===== src/rtl/dense_pkg.sv =====
// Shared constants and state encoding for the dense layer controller.
// Also used by the dense datapath and its stream wrapper.
package dense_pkg;

    // Layer geometry and memory timing defaults shared across the layer
    localparam int IN_COUNT_DEF    = 1600;
    localparam int OUT_COUNT_DEF   = 10;
    localparam int MEM_LATENCY_DEF = 0;
    localparam int LAT_WIDTH_DEF   = 3;

    // Sequencer states, IDLE must stay at zero so reset decodes to all-quiet
    typedef enum logic [2:0] {
        S_IDLE  = 3'd0,
        S_INIT  = 3'd1,
        S_FETCH = 3'd2,
        S_MAC   = 3'd3,
        S_BIAS  = 3'd4,
        S_NEXT  = 3'd5,
        S_DONE  = 3'd6
    } state_e;

    // True when memory needs wait cycles after every address change
    function automatic logic lat_enabled(input int lat);
        return (lat > 0);
    endfunction

endpackage


===== src/rtl/dense_latency_timer.sv =====
// Memory wait-cycle counter used by the FETCH state.
// Counts 0..MEM_LATENCY-1 and flags the last wait cycle.
module dense_latency_timer
    import dense_pkg::*;
#(
    parameter int MEM_LATENCY = MEM_LATENCY_DEF,
    parameter int LAT_WIDTH   = LAT_WIDTH_DEF
) (
    input  logic clk,
    input  logic rst,
    input  logic en_i,
    input  logic clr_i,
    output logic tc_o
);

    if (!lat_enabled(MEM_LATENCY)) begin : g_bypass
        // No wait cycles: terminal count is permanently reached
        logic unused_ok;
        assign unused_ok = ^{clk, rst, en_i, clr_i};
        assign tc_o = 1'b1;
    end else begin : g_count
        localparam logic [LAT_WIDTH-1:0] LAST = LAT_WIDTH'(MEM_LATENCY - 1);

        logic [LAT_WIDTH-1:0] cnt_q;
        logic [LAT_WIDTH-1:0] cnt_d;

        assign tc_o = (cnt_q == LAST);

        // Advance while enabled, wrap to zero after the last wait cycle
        always_comb begin
            cnt_d = cnt_q;
            if (clr_i) begin
                cnt_d = '0;
            end else if (en_i) begin
                cnt_d = tc_o ? '0 : cnt_q + 1'b1;
            end
        end

        // Counter register
        always_ff @(posedge clk or posedge rst) begin
            if (rst) begin
                cnt_q <= '0;
            end else begin
                cnt_q <= cnt_d;
            end
        end
    end

endmodule


===== src/rtl/dense_controller.sv =====
// Sequencer for the fully-connected layer datapath.
// Walks inputs, adds bias, writes one result per neuron, then pulses done.
module dense_controller
    import dense_pkg::*;
#(
    parameter int IN_COUNT    = IN_COUNT_DEF,
    parameter int OUT_COUNT   = OUT_COUNT_DEF,
    parameter int MEM_LATENCY = MEM_LATENCY_DEF,
    parameter int LAT_WIDTH   = LAT_WIDTH_DEF
) (
    input  logic clk,
    input  logic rst,
    input  logic start,
    input  logic hold,
    input  logic mulDone,
    input  logic calcDone,
    output logic clear,
    output logic clearReg,
    output logic inCntEn,
    output logic outCntEn,
    output logic load,
    output logic WorB,
    output logic out_we,
    output logic busy,
    output logic done
);

    localparam logic LAT_EN = lat_enabled(MEM_LATENCY);

    state_e state_q;
    state_e state_d;
    logic   lat_tc;
    logic   lat_en;
    logic   lat_clr;

    // Wait counter only runs in FETCH and is frozen by back-pressure
    assign lat_en  = (state_q == S_FETCH) && !hold;
    assign lat_clr = (state_q == S_IDLE);

    dense_latency_timer #(
        .MEM_LATENCY (MEM_LATENCY),
        .LAT_WIDTH   (LAT_WIDTH)
    ) u_lat (
        .clk   (clk),
        .rst   (rst),
        .en_i  (lat_en),
        .clr_i (lat_clr),
        .tc_o  (lat_tc)
    );

    // Next state and Moore strobe decode, with hold masking the strobes
    always_comb begin
        state_d  = state_q;
        clear    = 1'b0;
        clearReg = 1'b0;
        inCntEn  = 1'b0;
        outCntEn = 1'b0;
        load     = 1'b0;
        WorB     = 1'b0;
        out_we   = 1'b0;
        done     = 1'b0;
        busy     = (state_q != S_IDLE);

        unique case (state_q)
            S_IDLE: begin
                if (start) begin
                    state_d = S_INIT;
                end
            end
            S_INIT: begin
                clear    = 1'b1;
                clearReg = 1'b1;
                state_d  = LAT_EN ? S_FETCH : S_MAC;
            end
            S_FETCH: begin
                if (lat_tc) begin
                    state_d = S_MAC;
                end
            end
            S_MAC: begin
                load    = 1'b1;
                inCntEn = 1'b1;
                if (mulDone) begin
                    state_d = S_BIAS;
                end else if (LAT_EN) begin
                    state_d = S_FETCH;
                end
            end
            S_BIAS: begin
                WorB    = 1'b1;
                out_we  = 1'b1;
                state_d = calcDone ? S_DONE : S_NEXT;
            end
            S_NEXT: begin
                outCntEn = 1'b1;
                clearReg = 1'b1;
                state_d  = LAT_EN ? S_FETCH : S_MAC;
            end
            S_DONE: begin
                done    = 1'b1;
                clear   = 1'b1;
                state_d = S_IDLE;
            end
            default: begin
                state_d = S_IDLE;
            end
        endcase

        // Back-pressure: freeze state, silence every datapath strobe
        if (hold) begin
            state_d  = state_q;
            clear    = 1'b0;
            clearReg = 1'b0;
            inCntEn  = 1'b0;
            outCntEn = 1'b0;
            load     = 1'b0;
            out_we   = 1'b0;
            done     = 1'b0;
        end
    end

    // State register
    always_ff @(posedge clk or posedge rst) begin
        if (rst) begin
            state_q <= S_IDLE;
        end else begin
            state_q <= state_d;
        end
    end

    // Strobe sanity checks for simulation
    always @(posedge clk) begin
        if (!rst) begin
            a_cfg: assert (IN_COUNT > 0 && OUT_COUNT > 0 &&
                           MEM_LATENCY >= 0 && MEM_LATENCY <= 7 &&
                           MEM_LATENCY < (1 << LAT_WIDTH))
                else $error("dense_controller: bad parameters");
            a_cnt: assert (!(inCntEn && outCntEn))
                else $error("dense_controller: both counters enabled");
            a_acc: assert (!(load && clearReg))
                else $error("dense_controller: load with clearReg");
            a_we: assert (!out_we || state_q == S_BIAS)
                else $error("dense_controller: out_we outside BIAS");
        end
    end

endmodule

===== config.mk =====
export PLATFORM = sky130hd
export DESIGN_NAME = dense_controller
export DESIGN_NICKNAME = d
export VERILOG_FILES = /design/src/rtl/dense_pkg.sv /design/src/rtl/dense_latency_timer.sv /design/src/rtl/dense_controller.sv
export SDC_FILE = /design/constraint.sdc
export NUM_CORES = 1
export LEC_CHECK = 0
export BUFFER_PORTS_ARGS = -buffer_cell sky130_fd_sc_hd__buf_4
export CAP_MARGIN = 15
export CORE_AREA = 2 2 39 41
export DETAILED_ROUTE_END_ITERATION = 16
export DIE_AREA = 0 0 41 43
export GPL_ROUTABILITY_DRIVEN = 1
export PLACE_DENSITY_LB_ADDON = 0.12
export SLEW_MARGIN = 30
export SYNTH_ARGS = -nofsm -noshare
export SYNTH_HDL_FRONTEND = slang
export SYNTH_HIERARCHICAL = 1
export SYNTH_SLANG_ARGS = --single-unit
export TNS_END_PERCENT = 10

===== constraint.sdc =====
create_clock -name clk -period 4 [get_ports clk]
set_input_delay 0.4 -clock clk [delete_from_list [all_inputs] [get_ports clk]]
set_output_delay 0.4 -clock clk [all_outputs]
set_load 0.01 [all_outputs]

---- Word-level counts from Yosys, hierarchy flattened ----
Cells that the tools add are included.
operators by class
  reduce and logical (&&, ||, !) cells .... 6
  bitwise gates (word level) .............. 1
  eq/ne operators ......................... 8
  multiplexer cells ....................... 16
operators by type and width
  operator                                                         count
  1-bit 2-to-1 mux                                                 12
  3-bit one-hot mux with 4 select lines                            1
  3-bit == test, second input constant                             3
  3-bit by 2-bit == test with 1-bit output, second input constant  2
  3-bit 2-to-1 mux                                                 2
  2-bit != test, second input constant                             2
  2-bit OR reduction                                               2
  3-bit by 1-bit == test with 1-bit output, second input constant  1
  3-bit zero test                                                  1
  3-bit AND reduction                                              1
  3-bit nonzero test                                               1
  3-bit OR reduction                                               1
  2-bit 2-to-1 mux                                                 1
  1-bit NOT                                                        1
storage, ports and cells
  output and inout bits ................... 9
  word-level logic and storage cells ...... 32
  register bits after elaboration ......... 3
  bits of input ports ..................... 6

---- Depth between registers and ports, before layout ----
Gate-level depths: netlist of the first run.
  word-level depth ........................ 4
  gate-level depth with buffers ........... 4
  gate-level depth less buffers ........... 3

---- Hierarchy ----
The synthesis of the first run kept the hierarchy.
by module, submodules not included
  module               cells each  instances  area an instance (um^2)
  dense_controller     39          1          294.0
  dense_latency_timer  2           1          11.3

---- Worst setup path before layout of the first run ----
OpenSTA, ideal clock, no wires.
  kind .................................... register to output
  start ................................... register state_q[1]
  end ..................................... output clear
  cell stages (with the launch flop) ...... 5
  arrival time ............................ 1.157 ns
  slack ................................... 2.443 ns
  data required time ...................... 3.600 ns
  cell sequence ........................... dfrtp_1 -> buf_4 -> or2b_1 -> mux2_2 -> nor2_1
on the way
  word-level cells in the longest chain between the ends .. 4
ends and longest elaborated chain
  item                                                                              RTL line                 source
  from (decl)                                                                       dense_controller.sv:30   state_e state_q;
  from (signal assigned)                                                            dense_controller.sv:127  state_q <= state_d;
  3-bit by 1-bit == test with 1-bit output / 3-bit == test (equally long branches)  dense_controller.sv:64   unique case (state_q)
  2-bit OR reduction (no source line) (*)                                           -
  1-bit 2-to-1 mux (*)                                                              dense_controller.sv:64
  1-bit 2-to-1 mux (*)                                                              dense_controller.sv:110  if (hold) begin
  to (decl)                                                                         dense_controller.sv:17   output logic clear,
Every way passes the cells marked *; elsewhere a longest branch is shown, timed or not.

---- Worst setup path in the final report of the first run ----
Same ends and word-level chain as after synthesis.

==> results.md, run 1 <==
Layout:
- The register containing the most flip-flops in the final layout is state_q.
- The register with the most flip-flops in the layout has 3 of them.
- The combined flip-flop and latch cell area is 75.1 um2.
- Leaving out fill and tap cells, the most frequent cells in the layout are sky130_fd_sc_hd__buf_4, sky130_fd_sc_hd__nor2_1.
- Cells fill 29.4% of the core in the end.
- From synthesis to final layout, the design area changed by 37.1%.
- The final layout contains 58 nets.
- The number of diodes is 0.
- The filler cell count is 167.
- Cells with a size suffix above 1 make up 41.2% of the layout.
- The multi-input combinational cells in the finished layout cover a total of 173 um2.
- Leaving out fill and tap cells, the most frequent cell in the layout is sky130_fd_sc_hd__buf_4.
- The largest registers in the layout are state_q x3.

Clock tree:
- After clock tree synthesis, the repair step resized 0 gates.
- Buffers added to address setup during post-CTS repair amount to 0.
- For the worst-skew pair, the clock arrives at the later sink with an insertion delay of 0.23 ns.
- The worst-case clock buffer depth is 2.
- After clock tree synthesis, the flow added hold-fix buffers numbering 0.
- Clock tree synthesis selected as its root buffer the cell sky130_fd_sc_hd__clkbuf_4.
- The H-tree depth is 1.
- The clock-pin transition on the worst setup and hold timing paths is 0.04 ns.
- TritonCTS built the clock tree.
- Clock tree synthesis inserted a total of 3 buffers.
- The clock sink count is 3.

Floorplanning:
- In this run the vertical extent of the chip is 43 um.
- The region available for standard cell placement spans 1380 um2.
- The initial core utilization is 21.4%.
- The die is 41 um wide.
- The floorplan has 14 rows.
- The die covers 1760 um2.
- The count of pins on the block boundary is 15.

Global route:
- Global routing used 9.97% of the available tracks.
- Entering global routing, the biggest net connects 12 pins.
- The number of global-route vias before repair is 274.
- The wire length of the first global-routing pass is 1.16 mm.
- After global routing the overflow that remains totals 0.
- The initial antenna violation count is 0.

Drt:
- The routed length per instance is 10.8 um.
- In the routed layout, each cell is associated on average with a via count of 4.27.
- The number of iterations in the first detailed-routing pass is 3.
- Wires add up to 723 um.
- The violation count after the first detailed-routing iteration is 6.
- After detailed routing, the number of remaining DRC violations is 0.
- The count of nets left with antenna violations once routing finished came out at 0.
- The vias after detailed routing is 286.

Power:
- The reported leakage power is 0.000196 uW.
- The worst-case vdd ir drop is 0.206 mV.
- In this run the power density over the cells is 655 nW/um2.

Timing:
- The max-slew violation count is 0.
- Hold is met by 0.0352 ns.
- Setup violations remaining at the end of the flow were counted as 0.
- After layout, the worst setup slack is 2.10 ns.
- Setup repair after global routing left no endpoint under its margin.
- The final clock skew is 0.00444 ns.
- The worst path uses 47.6% of the clock period.
- The number of hold violations in the final report is 0.
- The clock period could shrink to 1.90 ns.
- Static timing analysis puts the maximum clock frequency at 526 MHz.
- In the final timing run, aggregate negative setup slack is 0 ns.

Yosys:
- The netlist area before placement is 297 um2.
- The mean cell area of the mapped netlist is 7.60 um2.
- The count of yosys warnings during synthesis is 6.
- The synthesized netlist net count is 45.
- The number of instances in the synthesized netlist is 39.

Min path:
- The worst hold path belongs to the class input pin to asynchronous set/reset pin.

Critical path:
- The internal reg-to-reg setup slack is 2.64 ns.
- The kind of end point of the critical path is a primary output.
- The logic depth of the worst register-to-register path is 3.
- For the worst setup path, the data required time is 3.60 ns.
- The launch instance of the worst register-to-register path is state_q[0]$_DFFE_PP0P_.
- The setup path with the least slack is of type flop to primary output.
- The highest fanout seen on the critical path is 10.
- The capture instance of the worst register-to-register path is state_q[0]$_DFFE_PP0P_.
- The launching element type of the critical path is a flop.
- The data arrival time of the worst path is 1.50 ns.

Placement:
- Summed over all nets, the half-perimeter wirelength after detailed placement is 526 um.
- Routability-driven placement finished with a final weighted congestion of 0.672.
- In this run the tool buffered the top-level ports with 14 buffer cells.
- Before CTS, the worst setup slack after placement is 2.34 ns.

Flow run:
- Across the run, the number of max-cap violations was 0.

Status:
- The flow ran to the end, and the final reports show no timing, DRC or antenna violations.
-- critical path, cell delays in order, from the launching register on --
cell and delay, ns:
sky130_fd_sc_hd__dfrtp_1 0.50, sky130_fd_sc_hd__or2b_1 0.30, sky130_fd_sc_hd__mux2_2 0.26, sky130_fd_sc_hd__nor2_1 0.09, sky130_fd_sc_hd__buf_4 0.12
-- final cells by class --
cell class	count	area share, %
Inverter	2	1.85
Multi-Input combinational cell	28	42.5
Clock buffer	4	6.46
Sequential cell	3	18.5
Timing Repair Buffer	14	25.8
Tap cell	16	4.92
-- routing by layer --
layer  GRT usage [%]  vias to the layer above  wire length [um]  share of wire, %
li1                -                      151                 -                 -
met1            12.3                      127               337                47
met2            14.4                        8               343                47
met3            3.14                        0                43               5.9
met4            6.00                        0                 0                 0
met5               0                        -                 0                 0
-- worst max path at each step --
| stage | start | end | slack [ns] | cells past startpoint |
|---|---|---|---|---|
| after CTS | state_q[1]$_DFFE_PP0P_ | clear | 2.09 | 4 |
| after floorplan | state_q[1]$_DFFE_PP0P_ | clear | 2.44 | 4 |
| after global routing | state_q[1]$_DFFE_PP0P_ | clear | 2.03 | 4 |
| final | state_q[1]$_DFFE_PP0P_ | clear | 2.10 | 4 |
| after detailed placement | state_q[1]$_DFFE_PP0P_ | clear | 2.34 | 4 |
| after global placement | state_q[0]$_DFFE_PP0P_ | clear | 2.36 | 4 |
-- through the flow --
step           cell area (um2)  power [uW]  cells
3_3_place_gp               380         218     63
5_1_grt                    407         288     67
3_5_place_dp               380         217     63
4_1_cts                    407         270     67
6_report                   407         266     67
2_1_floorplan              297         184     39
-- power breakdown --
part           total (uW)  internal [uW]  switching, uW
Clock                51.6           37.3           14.3
Sequential           83.9           44.8           39.1
Combinational         131           72.3           58.4
(Power assumes the default switching activity.)
==> inputs of run 2 (changes only) <==
clock period = 1.9 ns   (was 4 ns; I/O delays follow)
==> run 2 against run 1 <==
- first-iteration DRC count rose by 50%
- sequential power rose by 110%
- largest cell class unchanged
- register-to-register slack got worse by 2.1 ns
- count of clock-buffer cells in the layout did not move
- clock skew fell by 0.0011 ns
==> results.md, run 2 (synthesized netlist as in run 1, its figures left out) <==
Drt:
- The violation count after the first detailed-routing iteration is 9.
- The final layout contains routed wiring with a total length of 719 um.
- The pre-antenna-repair detailed-routing pass consisted of 4 iterations.
- Detailed routing inserted a total of 294 vias.
- The remaining antenna violation count after routing is 0.
- The routed length per instance is 10.6 um.
- After detailed routing, the number of remaining DRC violations is 0.
- Using the TritonRoute via totals, the vias-per-cell ratio works out to 4.32.

Power:
- The switching power total is 234 uW.
- In this run the power density over the cells is 1340 nW/um2.
- The relative contribution of combinational cells to total power is 49.5%.
- Sequential cells burn 31.1% of the power.
- The internal power of the cells totals 326 uW.
- The proportion of total power due to net switching is 41.7%.
- The worst-case IR drop observed on VDD is 0.419 mV.
- Summed over all cells, the static leakage comes to 0.000200 uW.
- The share of power burned in the clock network is 19.4%.

Clock tree:
- The worst-case clock buffer depth is 2.
- The clock-pin transition on the worst setup and hold timing paths is 0.04 ns.
- The cell sitting at the root of the clock tree is a sky130_fd_sc_hd__clkbuf_4.
- The clock sink count is 3.
- The clock latency at the later pin of the worst-skew pair is 0.23 ns.
- After clock tree synthesis, the setup repair step added 0 buffers.
- The number of hold buffers added after cts is 1.
- The H-tree depth is 1.
- The quantity of gates resized following cts is 0.
- The number of clock buffers added by TritonCTS is 3.
- The TritonCTS clock tree is done.

Placement:
- The post-placement cell area is 380 um2.
- In this run the tool buffered the top-level ports with 14 buffer cells.
- The global placement routability congestion is 0.672.
- The detailed-placement wirelength estimate is 519 um.

Layout:
- The final design area excluding fillers is 417 um2.
- The filler cell count is 161.
- Of the cells placed in the final design, the portion with a size suffix greater than 1 is 40.4%.
- Compared with the post-synthesis result, the final layout area differs by 40.5%.
- In the final layout, the registers with the most flip-flops are state_q x3.
- In the final design database the tool counted 59 nets.
- The sequential cells in the finished layout cover a total of 75.1 um2.
- The library cell used most frequently in the layout, excluding fill and tap cells, is sky130_fd_sc_hd__buf_4.
- The area used by multi-input combinational logic is 173 um2.
- Counting flops per register, the top entry is state_q.
- The number of diodes is 0.
- The flip-flop count of the largest register after layout is 3.
- The top cell types in the final layout, fill and taps aside, are sky130_fd_sc_hd__buf_4, sky130_fd_sc_hd__nor2_1.

Timing:
- The number of hold violations in the final report was 0.
- The minimum clock period after layout is 1.68 ns.
- The final setup violation count is 0.
- The sum of negative setup slack is 0 ns.
- The share of the clock period used by the worst path is 88.3%.
- Derived from the worst setup path, the maximum achievable clock frequency is 596 MHz.
- Setup repair after global routing left no endpoint under its margin.
- The max-slew violation count was 0.
- Clock skew on the completed layout was measured at 0.00333 ns.

Status:
- The run finished with clean final reports.

Floorplanning:
- During I/O placement, the number of pins put on the boundary was 15.
- The area enclosed by the die boundary is 1760 um2.
- From left edge to right edge, the die measures 41 um.
- The die is 43 um tall.
- The initial core utilization is 21.4%.
- The count of standard-cell rows is 14.
- In this run the standard cell core region covers 1380 um2.

Global route:
- Entering global routing, the biggest net connects 12 pins.
- The wire length of the first global-routing pass is 1.15 mm.
- The remaining global-route overflow is 0.
- The initial antenna violation count is 0.
- The number of global-route vias before repair is 283.
- Across every metal layer, demand over resource in global routing totals 9.97%.

Critical path:
- The critical path starts at state_q[1]$_DFFE_PP0P_.
- The data arrival time of the worst path is 1.49 ns.
- The critical path start-end classification is flop to primary output.
- STA puts the critical path data required time at 1.71 ns.
- The worst setup path is captured at a primary output.
- The launching element type of the critical path is a flop.
- The worst register-to-register path begins at state_q[0]$_DFFE_PP0P_.
- The highest fanout seen on the critical path is 10.

Min path:
- The startpoint identified for the worst hold timing path is mulDone.
- The worst hold path belongs to the class input pin to flop.

Flow run:
- The count of max-cap constraint violations is 0.
-- run 2: final timing paths --
kind                                                to  slack, ns  cells past startpoint
max in group asynchronous       state_q[2]$_DFFE_PP0P_       1.39                      3
worst max-delay path                             clear       0.22                      4
worst max register to register  state_q[0]$_DFFE_PP0P_       0.53                      3
worst min register to register  state_q[2]$_DFFE_PP0P_       0.67                      2
min in group asynchronous       state_q[1]$_DFFE_PP0P_       0.38                      3
worst min-delay path            state_q[2]$_DFFE_PP0P_       0.19                      3
-- run 2: per-layer routing --
| layer | global-route usage (%) | wire length [um] | vias to the layer above |
|---|---|---|---|
| li1 | - | - | 154 |
| met1 | 12.0 | 320 | 132 |
| met2 | 14.7 | 360 | 8 |
| met3 | 1.57 | 39 | 0 |
| met4 | 8.00 | 0 | 0 |
| met5 | 0 | 0 | - |
-- run 2: power by group through the flow --
stage / Sequential [uW] / Combinational [uW] / Clock (uW)
2_1_floorplan: 103 / 283 / 0
3_3_place_gp: 177 / 282 / 0
3_5_place_dp: 176 / 278 / 0
4_1_cts: 175 / 282 / 113
5_1_grt: 183 / 306 / 117
6_report: 174 / 277 / 108
-- run 2: per-stage QoR --
step	util (%)	instances	hold WS [ns]	power, uW	setup slack, ns
floorplan	-	39	-0.0564	386	0.553
global placement	27.5	63	0.0705	459	0.468
detailed placement	27.5	63	0.0679	454	0.463
CTS	30.1	68	0.190	570	0.205
global route	30.1	68	0.200	606	0.142
finish	30.1	68	0.192	560	0.222
-- run 2: critical path, cell delays in order, from the launching register on --
cell and delay (ns):
sky130_fd_sc_hd__dfrtp_1 0.49, sky130_fd_sc_hd__or2b_1 0.30, sky130_fd_sc_hd__mux2_2 0.26, sky130_fd_sc_hd__nor2_1 0.09
sky130_fd_sc_hd__buf_4 0.12
-- run 2: final cells by class --
cell class / count / share of cell area, %
Clock buffer: 4 / 6.31
Inverter: 2 / 1.80
Multi-Input combinational cell: 28 / 41.4
Sequential cell: 3 / 18.0
Tap cell: 16 / 4.80
Timing Repair Buffer: 15 / 27.6
==> inputs of run 3 (changes only) <==
SYNTH_HIERARCHICAL = not set   (was 1)
==> run 3 against run 2 <==
- area after synthesis decreased by 8.4%
- power down 4.3%
- sequential share of layout area up 0.97 points
- setup slack gained 0.17 ns
- register-to-register slack improved by 0.28 ns
- non-clock buffer count stayed put
- largest cell class unchanged
- highest routed layer unchanged
==> results.md, run 3 <==
Critical path:
- By startpoint and endpoint, the worst setup path is classified as flop to primary output.
- The buffers plus inverters on the worst setup path is 1.
- The worst setup path is captured at a primary output.
- For the worst flop-to-flop path, the logic depth is 3.
- Among all stages on the critical path, the largest delay is contributed by sky130_fd_sc_hd__dfrtp_1.
- Along the worst path, the maximum fanout reaches 11.
- The largest stage delay on the critical path is 0.54 ns.
- The data arrival time of the worst path is 1.32 ns.
- The worst setup path is launched from a flop.
- Among cell families on the critical path, the largest total delay comes from flip-flops.
- The critical path goes through nor3b_2 -> and2_1 -> buf_4.
- The required time of the critical path is 1.71 ns.
- The critical path depth in cells is 3.

Floorplanning:
- The height of the chip is 43 um.
- Row generation in the floorplan step produced 14 rows.
- The die width is 41 um.
- The core region is 1380 um2.
- The floorplan step defined a die boundary enclosing 1760 um2.
- The count of pins on the block boundary is 15.
- For this configuration, the core starts out at a cell density of 19.6%.

Layout:
- At the end of the flow, the number of nets in the layout was 53.
- In the layout the commonest cells are sky130_fd_sc_hd__buf_4, sky130_fd_sc_hd__nand2_1, sky130_fd_sc_hd__nor2_1, sky130_fd_sc_hd__clkbuf_4, sky130_fd_sc_hd__dfrtp_1.
- Compared with the post-synthesis result, the final layout area differs by 45.6%.
- The post-route netlist has 47.8% of its cells at a drive strength greater than 1.
- The most common library cell in the layout ignoring fill and taps is sky130_fd_sc_hd__buf_4.
- The repair_antennas step left the layout with diodes totalling 0.
- The register containing the most flip-flops in the final layout is state_q.
- The final design area excluding fillers is 395 um2.
- The filler cell count is 160.
- The register with the most flip-flops in the layout has 3 of them.
- The largest registers in the layout are state_q x3.

Drt:
- The vias after detailed routing is 282.
- In the routed design, unresolved DRC markers number 0.
- The number of iterations in the first detailed-routing pass is 4.
- The final wirelength is 682 um.
- The remaining antenna violation count after routing is 0.
- The ratio of routed vias to standard cells is 4.55.
- After the first detailed-routing iteration, the DRC count stood at 3.
- The routed length per instance is 11.0 um.

Clock tree:
- The clock passes through at most 2 buffers.
- After clock tree synthesis, the repair step resized 0 gates.
- Buffers inserted during clock tree synthesis total 3.
- The clock-pin transition on the worst setup and hold timing paths is 0.04 ns.
- The H-tree depth is 1.
- TritonCTS built the clock tree.
- In this run the clock root is driven by a sky130_fd_sc_hd__clkbuf_4.
- CTS saw 3 sinks.
- Clock latency on the worst-skew pair, taken at its later pin, is 0.23 ns.

Global route:
- The initial antenna violation count is 0.
- The remaining global-route overflow is 0.
- The aggregate global-route resource usage is 9.06%.
- The largest net degree at the start of global routing is 12.
- The wire length of the first global-routing pass is 1.02 mm.
- The number of global-route vias before repair was 245.

Timing:
- For the pin with the worst max-slew slack, the measured transition is 0.353 ns.
- After routing, the total negative slack on setup checks comes to 0 ns.
- The final clock skew is 0.000365 ns.
- The worst path uses 79.5% of the clock period.
- Setup repair after global routing left no endpoint under its margin.
- The max-slew violation count came to 0.
- Counting I/O delays and the setup requirement, the final critical path takes 1.51 ns.
- The highest clock rate is 662 MHz.
- The tightest slew margin relative to the limit is 76.5%.
- The number of hold violations in the final report was 0.
- Setup violations remaining at the end of the flow were counted as 0.

Yosys:
- The count of cell types in the netlist is 21.
- The number of instances in the synthesized netlist is 31.
- During synthesis, Yosys emitted a total of 0 warnings.
- The number of nets handed over by synthesis was 37.
- The most frequently used flop master after synthesis is sky130_fd_sc_hd__dfrtp_1.
- The cell taking the most area after synthesis is sky130_fd_sc_hd__dfrtp_1.
- The synthesized design contains 0 enable-type register cells.
- Sorting the synthesized cells by how often they occur yields sky130_fd_sc_hd__dfrtp_1, sky130_fd_sc_hd__nand2_1, sky130_fd_sc_hd__nor2_1.
- The mean cell area of the mapped netlist is 8.76 um2.
- The share of synthesized registers carrying an async set or reset is 100%.
- After synthesis the netlist holds a flip-flop and latch count of 3.
- The portion of synthesized cell area occupied by the leading cell type is 27.6%.
- The netlist area before placement is 272 um2.
- Sorting the synthesized cells by area gives the leading types as sky130_fd_sc_hd__dfrtp_1, sky130_fd_sc_hd__buf_6, sky130_fd_sc_hd__o41ai_2.
- Of the synthesized area, sequential elements account for 27.6%.

Power:
- In this run the power density over the cells is 1360 nW/um2.
- The reported leakage power is 0.000191 uW.
- IR analysis of the VDD net gives a maximum drop of 0.313 mV.

Placement:
- During placement, the flow inserted port buffers numbering 14.
- The detailed-placement wirelength estimate is 543 um.
- The global placement routability congestion is 0.756.
- The post-placement cell area is 359 um2.

Min path:
- The path class of the tightest hold or removal check is input pin to flop.
- The worst hold path passes through 3 cells.

Status:
- The run finished with clean final reports.

Flow run:
- Across the run, the number of max-cap violations was 0.
## run 3: path summary, 6_finish.rpt
path	start	to	slack, ns
setup reg to reg	state_q[1]$_DFFE_PP0P_	state_q[0]$_DFFE_PP0P_	0.81
setup / recovery	state_q[0]$_DFFE_PP0P_	outCntEn	0.39
hold / removal	mulDone	state_q[2]$_DFFE_PP0P_	0.17
min in group asynchronous	rst	state_q[1]$_DFFE_PP0P_	0.39
max in group asynchronous	rst	state_q[0]$_DFFE_PP0P_	1.39
hold reg to reg	state_q[2]$_DFFE_PP0P_	state_q[2]$_DFFE_PP0P_	0.70
## run 3: metrics by stage
| stage | std cells | utilization (%) | hold slack, ns | setup WS, ns | total power, uW |
|---|---|---|---|---|---|
| after floorplan | 31 | - | -0.0564 | 0.726 | 382 |
| after global placement | 57 | 25.9 | 0.0718 | 0.623 | 429 |
| after detailed placement | 57 | 25.9 | 0.0664 | 0.613 | 431 |
| after CTS | 62 | 28.6 | 0.169 | 0.367 | 549 |
| after global routing | 62 | 28.6 | 0.206 | 0.279 | 578 |
| final | 62 | 28.6 | 0.174 | 0.389 | 536 |
## run 3: where the power goes
group	total [uW]	internal, uW	switching (uW)
clock	110	78.6	31.8
sequential	178	92.9	85.4
combinational	247	137	111
## run 3: final cells by class
cell class | count | area [um2] | area share [%]
inverters | 2 | 7.51 | 1.90
well taps | 16 | 20.0 | 5.06
clock buffers | 4 | 26.3 | 6.65
flip-flops and latches | 3 | 75.1 | 19.0
repair buffers | 15 | 115 | 29.1
multi-input cells | 22 | 151 | 38.3
## run 3: kinds of logic after synthesis
kind of cell / after synthesis / synth area share, %
compound gates: 9 / 25.8
buf+inv: 6 / 16.6
simple gates: 13 / 30.0
flops: 3 / 27.6
## run 3: repair_timing
action / 4_1_cts / 5_1_grt
buffers inserted: 0 / 0
endpoints found under the hold margin: 3 / 0
hold buffers: 1 / 0
## run 3: per-layer routing
| metal | vias up | wire length (um) | global-route usage (%) | part of all wire (%) |
|---|---|---|---|---|
| met4 | 0 | 0 | 8.00 | 0 |
| met1 | 138 | 266 | 9.42 | 39 |
| met5 | - | 0 | 0 | 0 |
| li1 | 138 | - | - | - |
| met3 | 0 | 26 | 3.14 | 3.8 |
| met2 | 6 | 389 | 13.4 | 57 |
## run 3: worst register-to-register path, delay by kind of cell, from the launching register on
kind | cells | cell delay [ns]
AND/OR/NAND/NOR | 1 | 0.17
AO/OA/AOI/OAI | 2 | 0.27
flip-flops | 1 | 0.53
